==> src/rtl/serial_subtractor.sv <==
// Bit-serial LSB-first subtractor: D = A - B over WIDTH cycles, start/busy/done handshake.
// Define SERIAL_SUBTRACTOR_OVF_EN to add the two's-complement overflow output V.
module serial_subtractor #(
  parameter int WIDTH = 4
) (
  input  logic             CLK,
  input  logic             RST_N,
  input  logic             START,
  input  logic [WIDTH-1:0] A,
  input  logic [WIDTH-1:0] B,
  output logic             BUSY,
  output logic             DONE,
  output logic [WIDTH-1:0] D,
`ifdef SERIAL_SUBTRACTOR_OVF_EN
  output logic             V,
`endif
  output logic             BOUT
);

  localparam int CW = $clog2(WIDTH);
  localparam logic [CW-1:0] LAST = CW'(WIDTH-1);

  typedef enum logic [1:0] {IDLE, SHIFT, FIN} state_t;

  state_t           state;
  logic [WIDTH-1:0] a_sr, b_sr, r_sr;
  logic             br;
  logic [CW-1:0]    cnt;
`ifdef SERIAL_SUBTRACTOR_OVF_EN
  logic             a_msb, b_msb;
`endif

  // Full-subtractor cell on the current LSBs.
  logic             a0, b0, dbit, bnext;
  logic [WIDTH-1:0] res_nxt;

  always_comb begin
    a0      = a_sr[0];
    b0      = b_sr[0];
    dbit    = a0 ^ b0 ^ br;
    bnext   = (~a0 & b0) | (~(a0 ^ b0) & br);
    res_nxt = {dbit, r_sr[WIDTH-1:1]};
  end

  always_ff @(posedge CLK or negedge RST_N) begin
    if (!RST_N) begin
      state <= IDLE;
      a_sr  <= '0;
      b_sr  <= '0;
      r_sr  <= '0;
      br    <= 1'b0;
      cnt   <= '0;
      BUSY  <= 1'b0;
      DONE  <= 1'b0;
      D     <= '0;
      BOUT  <= 1'b0;
`ifdef SERIAL_SUBTRACTOR_OVF_EN
      a_msb <= 1'b0;
      b_msb <= 1'b0;
      V     <= 1'b0;
`endif
    end else begin
      case (state)
        IDLE, FIN: begin
          DONE <= 1'b0;
          if (START) begin
            a_sr  <= A;
            b_sr  <= B;
            br    <= 1'b0;
            cnt   <= '0;
            state <= SHIFT;
            BUSY  <= 1'b1;
`ifdef SERIAL_SUBTRACTOR_OVF_EN
            a_msb <= A[WIDTH-1];
            b_msb <= B[WIDTH-1];
`endif
          end else begin
            state <= IDLE;
            BUSY  <= 1'b0;
          end
        end
        SHIFT: begin
          a_sr <= a_sr >> 1;
          b_sr <= b_sr >> 1;
          r_sr <= res_nxt;
          br   <= bnext;
          cnt  <= cnt + CW'(1);
          // Final shift: publish result together with the last borrow.
          if (cnt == LAST) begin
            state <= FIN;
            BUSY  <= 1'b0;
            DONE  <= 1'b1;
            D     <= res_nxt;
            BOUT  <= bnext;
`ifdef SERIAL_SUBTRACTOR_OVF_EN
            V     <= (a_msb != b_msb) && (dbit != a_msb);
`endif
          end
        end
        default: begin
          state <= IDLE;
          BUSY  <= 1'b0;
          DONE  <= 1'b0;
        end
      endcase
    end
  end

endmodule

==> config.mk <==
export PLATFORM = sky130hd
export DESIGN_NAME = serial_subtractor
export DESIGN_NICKNAME = d
export VERILOG_FILES = /design/src/rtl/serial_subtractor.sv
export SDC_FILE = /design/constraint.sdc
export NUM_CORES = 1
export LEC_CHECK = 0
export CAP_MARGIN = 20
export CORE_AREA = 4 4 67 56
export CTS_CLUSTER_DIAMETER = 120
export DETAILED_ROUTE_END_ITERATION = 10
export DIE_AREA = 0 0 71 60
export MAX_ROUTING_LAYER = met4
export PLACE_DENSITY = 0.57
export SLEW_MARGIN = 30
export SYNTH_ARGS = -nofsm -noshare
export SYNTH_HDL_FRONTEND = slang
export SYNTH_SLANG_ARGS = --single-unit
==> constraint.sdc <==
create_clock -name CLK -period 1.14 [get_ports CLK]
set_input_delay 0.228 -clock CLK [delete_from_list [all_inputs] [get_ports CLK]]
set_output_delay 0.228 -clock CLK [all_outputs]
set_load 0.01 [all_outputs]
---- Word-level counts from Yosys, hierarchy flattened ----
Index checks and enable logic that the tools add are counted.
storage, ports and cells
  input bits .............................. 11
  word-level logic and storage cells ...... 44
  output and inout port bits .............. 7
  bits in registers ....................... 24
operators by class
  reductions and logical operators ........ 5
  eq/ne operators ......................... 5
  mux-type cells .......................... 16
  bitwise operators ....................... 7
  add/sub/neg operators ................... 1
operators with widths
  kind                 count
  $pmux 4 s2           2
  $mux 4               2
  $pmux 2 s2           2
  $mux 1               6
  $eq 2x2->1 const B   2
  $mux 2               2
  $ne 2x2->1 const B   2
  $pmux 1 s2           2
  $reduce_and 2->1     2
  $add 2x1->2 const B  1
  $and 1x1->1          2
  $eq 2x1->1 const B   1
  $logic_not 2->1      1
  $not 1->1            2
  $reduce_bool 2->1    1
  $reduce_or 2->1      1
  $xor 1x1->1          2
  $or 1x1->1           1

---- Longest topological paths before layout ----
Gate-level depths: netlist of the first run.
  word-level depth ........................ 5
  depth in mapped cells ................... 4
  depth with buffers taken out ............ 4

---- Worst setup path after synthesis of the first run ----
No wires, ideal clock.
  kind .................................... register to register
  start point ............................. register a_sr[0]
  end point ............................... register r_sr[3]
  slack ................................... -0.108 ns
  library setup time ...................... 0.125 ns
  arrival ................................. 1.123 ns
  buffers on the path ..................... 0
  cell stages (with the launch flop) ...... 3
  period minus slack after synthesis ...... 1.248 ns
  data required time ...................... 1.015 ns
  cells stage by stage .................... dfrtp_1 -> fa_1 -> mux2_2
between the ends
  word-level cells in the longest chain between the ends .. 2
ends and longest elaborated chain
  what                       RTL line  RTL
  from (decl)                26        logic [WIDTH-1:0] a_sr, b_sr, r_sr;
  from (signal assigned)     83        a_sr <= a_sr >> 1;
  $xor 1x1->1 (2 in series)  40        dbit = a0 ^ b0 ^ br;
  named net dbit             34        logic a0, b0, dbit, bnext;
  to (signal assigned)       85        r_sr <= res_nxt;
  to (decl)                  26
The timed path passes the listed nets, and every way through them passes these cells.
A chain may end at the register's enable or synchronous reset.

---- Worst setup path after layout of the first run ----
  start point ............................. register b_sr[0]
  end point ............................... register r_sr[3]
between the ends
  word-level cells in the longest chain between the ends .. 2
ends and longest elaborated chain
  what                       RTL line  RTL
  from (decl)                26
  from (signal assigned)     84        b_sr <= b_sr >> 1;
  $xor 1x1->1 (2 in series)  40
  named net dbit             34
The timed path passes the listed nets, and every way through them passes these cells.

==> results.py, run 1 <==
metrics = {
    "floorplan": {
        "num_rows": 18,
        "die_y_um": 60,
        "dieArea_um2": 4260,
        "die_w_um": 71,
        "pin_count": 18,
        "core_um2": 3060,
        "initial_core_util_pct": 34.0,
    },
    "power": {
        "combinationalPowerShare_pct": 45.9,
        "p_int_w": 0.00272,
        "leakage_nw": 0.735,
        "power.density_nw_per_um2": 2650,
        "irDropWorstVdd_v": 0.00104,
        "total_power_w": 0.00396,
        "sw_frac_of_total_pct": 31.4,
        "p_seq_share_pct": 35.5,
        "power.switching_w": 0.00124,
        "power_frac_clock_pct": 18.6,
    },
    "min_path": {
        "hold_path.class": "input pin to async pin",
    },
    "sta": {
        "fin_skew_ps": 9.19,
        "fin_ws_ps": -121,
        "fmax_mhz": 793,
        "hold_violations": 0,
        "setup_viol": 8,
        "period_needed_ps": 1260,
        "period_share_pct": 111,
        "slew_headroom_pct": 86.2,
        "slew_viol_final": 0,
        "grt_setup_unrepaired": "true",
        "worst_slew_pin_slew_ps": 206,
    },
    "clocking": {
        "cts-buffers-inserted": 3,
        "clock_sinks": 22,
        "root_buffer": "clkbuf_8",
        "cts_buffer_depth": 2,
        "hold_buffers": 0,
        "clock_latency_ps": 270,
        "cts_tree": "yes",
        "htree_levels": 1,
        "clk_pin_slew_worst_paths_ps": 90,
    },
    "placement": {
        "gp_congestion": 0.678,
        "post-dp-hpwl_mm": 1.37,
        "portBuffers": 17,
    },
    "logic_synthesis": {
        "ys_ff_latch": 22,
        "async_reset_ff_share_pct": 100,
        "syn-num-nets": 92,
        "syn_area_um2": 1040,
        "avgSynthCellArea_um2": 13.2,
        "synthDistinctLibCells": 19,
        "synth_area_leader_cell": "dfrtp_1",
        "synthTopCellsByCount": "dfrtp_1, mux2i_1, mux2_2",
        "ys.warnings.count": 0,
        "yosysMostFrequentCell": "dfrtp_1",
        "syn_inst": 79,
        "synth_edf_count": 0,
        "seq_area_frac_synth_pct": 52.8,
        "synth_flop_cell": "dfrtp_1",
        "synth_top_area_share_pct": 52.8,
        "ys_top_cells_by_area": "dfrtp_1, mux2i_1, mux2_2",
    },
    "drt": {
        "viasPerCell": 4.77,
        "drt_first_pass_iters": 3,
        "via_count": 740,
        "antenna_left": 0,
        "wirelength_mm": 2.07,
        "detail_route.wl_per_cell_um": 13.3,
        "route.detailed.drc": 0,
        "drt_iter0_drc": 30,
    },
    "run_status": {
        "violations": "negative setup slack",
        "status": "finished, violations left",
    },
    "grt": {
        "grt_max_degree": 23,
        "grt_pass1_wl_mm": 3.50,
        "grt_pass1_vias": 784,
        "overflow": 0,
        "grt_usage_pct": 11.1,
        "antenna_found_initial": 0,
    },
    "layout": {
        "final_net_count": 129,
        "drive_above_1_share_pct": 40.9,
        "antennaDiodeCount": 0,
        "area_growth_pct": 43.5,
        "fill_cells": 305,
        "fin_util_pct": 48.8,
    },
    "setup_path": {
        "criticalPathCategory": "register to register",
        "worst_ep_arrival_time_ps": 1420,
        "worstPathRequired_ps": 1300,
        "cp_max_fo": 2,
        "endpoint_kind": "register",
        "start_kind": "register",
        "worstSetupStartpoint": "b_sr[0]$_DFFE_PN0P_",
        "r2r_start": "b_sr[0]$_DFFE_PN0P_",
    },
    "job": {
        "drv_cap": 0,
    },
}
## layout make-up
type / instances / area [um^2] / area share [%]
Tap cell: 40 / 50.0 / 3.35
Inverter: 6 / 22.5 / 1.51
Clock inverter: 1 / 30.0 / 2.01
Multi-Input combinational cell: 47 / 487 / 32.6
Timing Repair Buffer: 36 / 313 / 20.9
Sequential cell: 22 / 552 / 36.9
Clock buffer: 3 / 41.3 / 2.76
## through the flow
stage	area (um^2)	hold slack, ps	setup TNS, ps	setup slack [ps]	instances
after floorplan	1040	-67.6	-520	-99.5	79
after global placement	1360	491	-1940	-147	147
after detailed placement	1360	495	-2070	-157	147
after CTS	1500	292	-430	-133	154
after global routing	1500	303	-950	-178	155
final	1500	290	-450	-121	155
## power groups by stage
stage,Clock [W],Sequential [W],Combinational (W)
finish,0.000738,0.00141,0.00182
global route,0.000787,0.00146,0.00201
CTS,0.000762,0.00140,0.00179
detailed placement,0,0.00140,0.00167
global placement,0,0.00139,0.00164
floorplan,0,0.00141,0.000975
## worst paths after layout
kind | slack, ps | depth (start not counted) | endpoint
max | -120 | 3 | r_sr[3]$_DFFE_PN0P_
min | 290 | 2 | D[0]$_DFFE_PN0P_
max reg2reg | -120 | 3 | r_sr[3]$_DFFE_PN0P_
min reg2reg | 520 | 1 | D[1]$_DFFE_PN0P_
max in group asynchronous | 690 | 2 | state[0]$_DFFE_PN0P_
min in group CLK | 520 | 1 | D[1]$_DFFE_PN0P_
## registers in the layout, summed over array words and instances, names as in the netlist
signal,cells
BOUT,1
cnt,2
a_sr,4
DONE,1
br,1
state,1
BUSY,1
D,4
r_sr,3
b_sr,4
## cell families (layout without fill, tap and decap cells)
kind of cell	count (synthesis)	in the layout	share of synthesized area (%)
multiplexers	29	29	28.8
flip-flops	22	22	52.8
buffers and inverters	10	46	4.56
AND/OR/NAND/NOR	8	8	4.80
AO/OA/AOI/OAI	7	7	5.04
adder cells (fa/ha/maj)	2	2	3.12
XOR/XNOR	1	1	0.840
## layer usage
layer,part of all wire [%],vias up,track usage (%),wire length [um]
met3,2.3,4,3.03,47
met1,44,376,12.1,910
met2,52,9,19.3,1070
li1,-,351,-,-
met4,2.0,0,4.83,41
met5,0,-,-,0
## repair_timing
| item | in CTS | in global routing |
|---|---|---|
| setup buffers | 3 | 1 |
| resized for setup | 25 | 15 |
| endpoints found under the setup margin | 17 | 22 |
| pin swaps | 1 | 2 |
## worst max-delay path: stages (launching register included)
cell and delay, ps:
dfrtp_1 400, inv_2 70, fa_2 420, mux2_2 270
## cells in the final DEF (no fill, tap or decap), types with 3 or more instances in the layout
cell / instances
inv_1: 4
clkdlybuf4s50_1: 10
mux2_2: 5
dfrtp_1: 21
clkbuf_2: 7
buf_4: 12
buf_6: 6
mux2i_1: 21
mux2_4: 3
clkbuf_8: 3
No activity file was read; power rests on OpenSTA's default activity.
==> run 2: changes to the inputs <==
--- a/config.mk
+++ b/config.mk
@@ -7,9 +7,11 @@
 export LEC_CHECK = 0
 export CAP_MARGIN = 20
 export CORE_AREA = 4 4 67 56
+export CTS_BUF_LIST = sky130_fd_sc_hd__clkbuf_4 sky130_fd_sc_hd__clkbuf_8
 export CTS_CLUSTER_DIAMETER = 120
 export DETAILED_ROUTE_END_ITERATION = 10
 export DIE_AREA = 0 0 71 60
+export HOLD_SLACK_MARGIN = 0.06
 export MAX_ROUTING_LAYER = met4
 export PLACE_DENSITY = 0.57
 export SLEW_MARGIN = 30
==> results of run 2 <==
Same layout as run 1: the final DEF is identical, and so are final timing and power.
==> run 3: changes to the inputs <==
--- a/config.mk
+++ b/config.mk
@@ -18,3 +18,4 @@
 export SYNTH_ARGS = -nofsm -noshare
 export SYNTH_HDL_FRONTEND = slang
 export SYNTH_SLANG_ARGS = --single-unit
+export TNS_END_PERCENT = 1
==> results.py, run 3 (same netlist as run 1, synthesis figures left out) <==
metrics = {
    "power": {
        "power.density_nw_per_um2": 2620,
        "leakage_nw": 0.702,
        "irDropWorstVdd_v": 0.00104,
    },
    "sta": {
        "worst_slew_pin_slew_ps": 203,
        "slew_viol_final": 0,
        "hold_violations": 0,
        "setup_tns_ps": -314,
        "fin_ws_ps": -120,
        "period_share_pct": 111,
        "fmax_mhz": 794,
        "slew_headroom_pct": 86.4,
        "fin_skew_ps": 8.34,
        "whs_ps": 297,
        "period_needed_ps": 1260,
        "setup_viol": 4,
        "grt_setup_unrepaired": "true",
    },
    "layout": {
        "stdcell_count": 151,
        "fin_util_pct": 47.5,
        "final_cell_mix": "dfrtp_1, mux2i_1, clkdlybuf4s50_1, buf_4, mux2_2",
        "top_regs": "D x4, a_sr x4, b_sr x4",
        "area_growth_pct": 39.5,
        "final_net_count": 125,
        "antennaDiodeCount": 0,
        "drive_above_1_share_pct": 36.0,
    },
    "drt": {
        "detail_route.wl_per_cell_um": 12.9,
        "via_count": 714,
        "route.detailed.drc": 0,
        "wirelength_mm": 1.95,
        "viasPerCell": 4.73,
        "antenna_left": 0,
        "drt_first_pass_iters": 4,
        "drt_iter0_drc": 32,
    },
    "grt": {
        "antenna_found_initial": 0,
        "grt_pass1_vias": 741,
        "overflow": 0,
        "grt_usage_pct": 10.7,
        "grt_max_degree": 23,
        "grt_pass1_wl_mm": 3.38,
    },
    "setup_path": {
        "start_kind": "register",
        "path_cells": "inv_2 > fa_2 > mux2_2",
        "slowest_delay_ps": 430,
        "crit_buf_inv": 1,
        "worst_ep_arrival_time_ps": 1410,
        "criticalPathCategory": "register to register",
        "critPathTopFamily": "adder cells",
        "cp_max_fo": 2,
        "worstPathRequired_ps": 1290,
        "endpoint_kind": "register",
        "critPathSlowestCell": "fa_2",
    },
    "job": {
        "drv_cap": 0,
    },
    "floorplan": {
        "num_rows": 18,
        "dieArea_um2": 4260,
        "pin_count": 18,
        "initial_core_util_pct": 34.0,
        "die_w_um": 71,
        "die_y_um": 60,
        "core_um2": 3060,
    },
    "run_status": {
        "violations": "negative setup slack",
        "status": "finished, violations left",
    },
    "clocking": {
        "cts_tree": "yes",
        "clock_sinks": 22,
        "clock_latency_ps": 270,
        "cts_buffer_depth": 2,
        "cts-buffers-inserted": 3,
        "clk_pin_slew_worst_paths_ps": 80,
        "htree_levels": 1,
        "root_buffer": "clkbuf_8",
    },
    "placement": {
        "dp.cells": 147,
        "gp_congestion": 0.678,
        "pre_cts_ws_ps": -169,
        "post-dp-hpwl_mm": 1.38,
        "portBuffers": 17,
    },
    "min_path": {
        "hold_path.class": "input pin to async pin",
    },
}
==> run 3: changes by cell type in the layout (fill, tap and decap cells not counted), sizes merged <==
| cell | change |
|---|---|
| clkdlybuf4s15 | +1 |
| clkbuf | -2 |
| buf | -3 |
==> run 3: repair_timing <==
| action | in CTS | in global routing |
|---|---|---|
| setup endpoints to repair | 17 | 21 |
| gates resized for setup | 24 | 11 |
| setup buffers | 0 | 0 |
| hold buffers | 0 | 0 |
| pin swaps | 0 | 2 |
==> run 3: stage by stage <==
stage,total power (W),instance area (um^2)
after floorplan,0.00238,1040
after detailed placement,0.00307,1360
after global placement,0.00303,1360
after CTS,0.00386,1460
after global routing,0.00412,1450
final,0.00381,1450
==> run 3: worst paths after layout <==
check | slack (ps) | endpoint | cells after the start | start
worst max-delay path | -120 | r_sr[3]$_DFFE_PN0P_ | 3 | br$_DFFE_PN0P_
worst min-delay path | 300 | D[0]$_DFFE_PN0P_ | 2 | RST_N
worst max register to register | -120 | r_sr[3]$_DFFE_PN0P_ | 3 | br$_DFFE_PN0P_
worst min register to register | 510 | D[2]$_DFFE_PN0P_ | 1 | D[2]$_DFFE_PN0P_
max in group asynchronous | 690 | state[0]$_DFFE_PN0P_ | 2 | RST_N
min in group CLK | 510 | D[2]$_DFFE_PN0P_ | 1 | D[2]$_DFFE_PN0P_
==> run 3: power breakdown <==
| part | switching, W | total, W | internal, W | leakage [nW] |
|---|---|---|---|---|
| Sequential | 0.000264 | 0.00142 | 0.00115 | 0.272 |
| Combinational | 0.000670 | 0.00167 | 0.000995 | 0.394 |
| Clock | 0.000254 | 0.000723 | 0.000469 | 0.0357 |
==> run 3: final cells by class <==
cell class	instances	area, um^2
clock buffer	3	41.3
clock inverter	1	30.0
fill	302	1610
inverter	6	22.5
multi-input combinational	47	478
sequential	22	552
tap	40	50.0
timing repair buffer	32	280
==> run 3: metal layers <==
| metal | routed length [um] | up-vias | part of all wire, % | track usage (%) |
|---|---|---|---|---|
| met5 | 0 | - | 0 | - |
| met4 | 0 | 0 | 0 | 4.83 |
| met3 | 45 | 0 | 2.3 | 2.52 |
| met2 | 1040 | 8 | 53 | 17.4 |
| met1 | 864 | 368 | 44 | 12.6 |
| li1 | - | 338 | - | - |
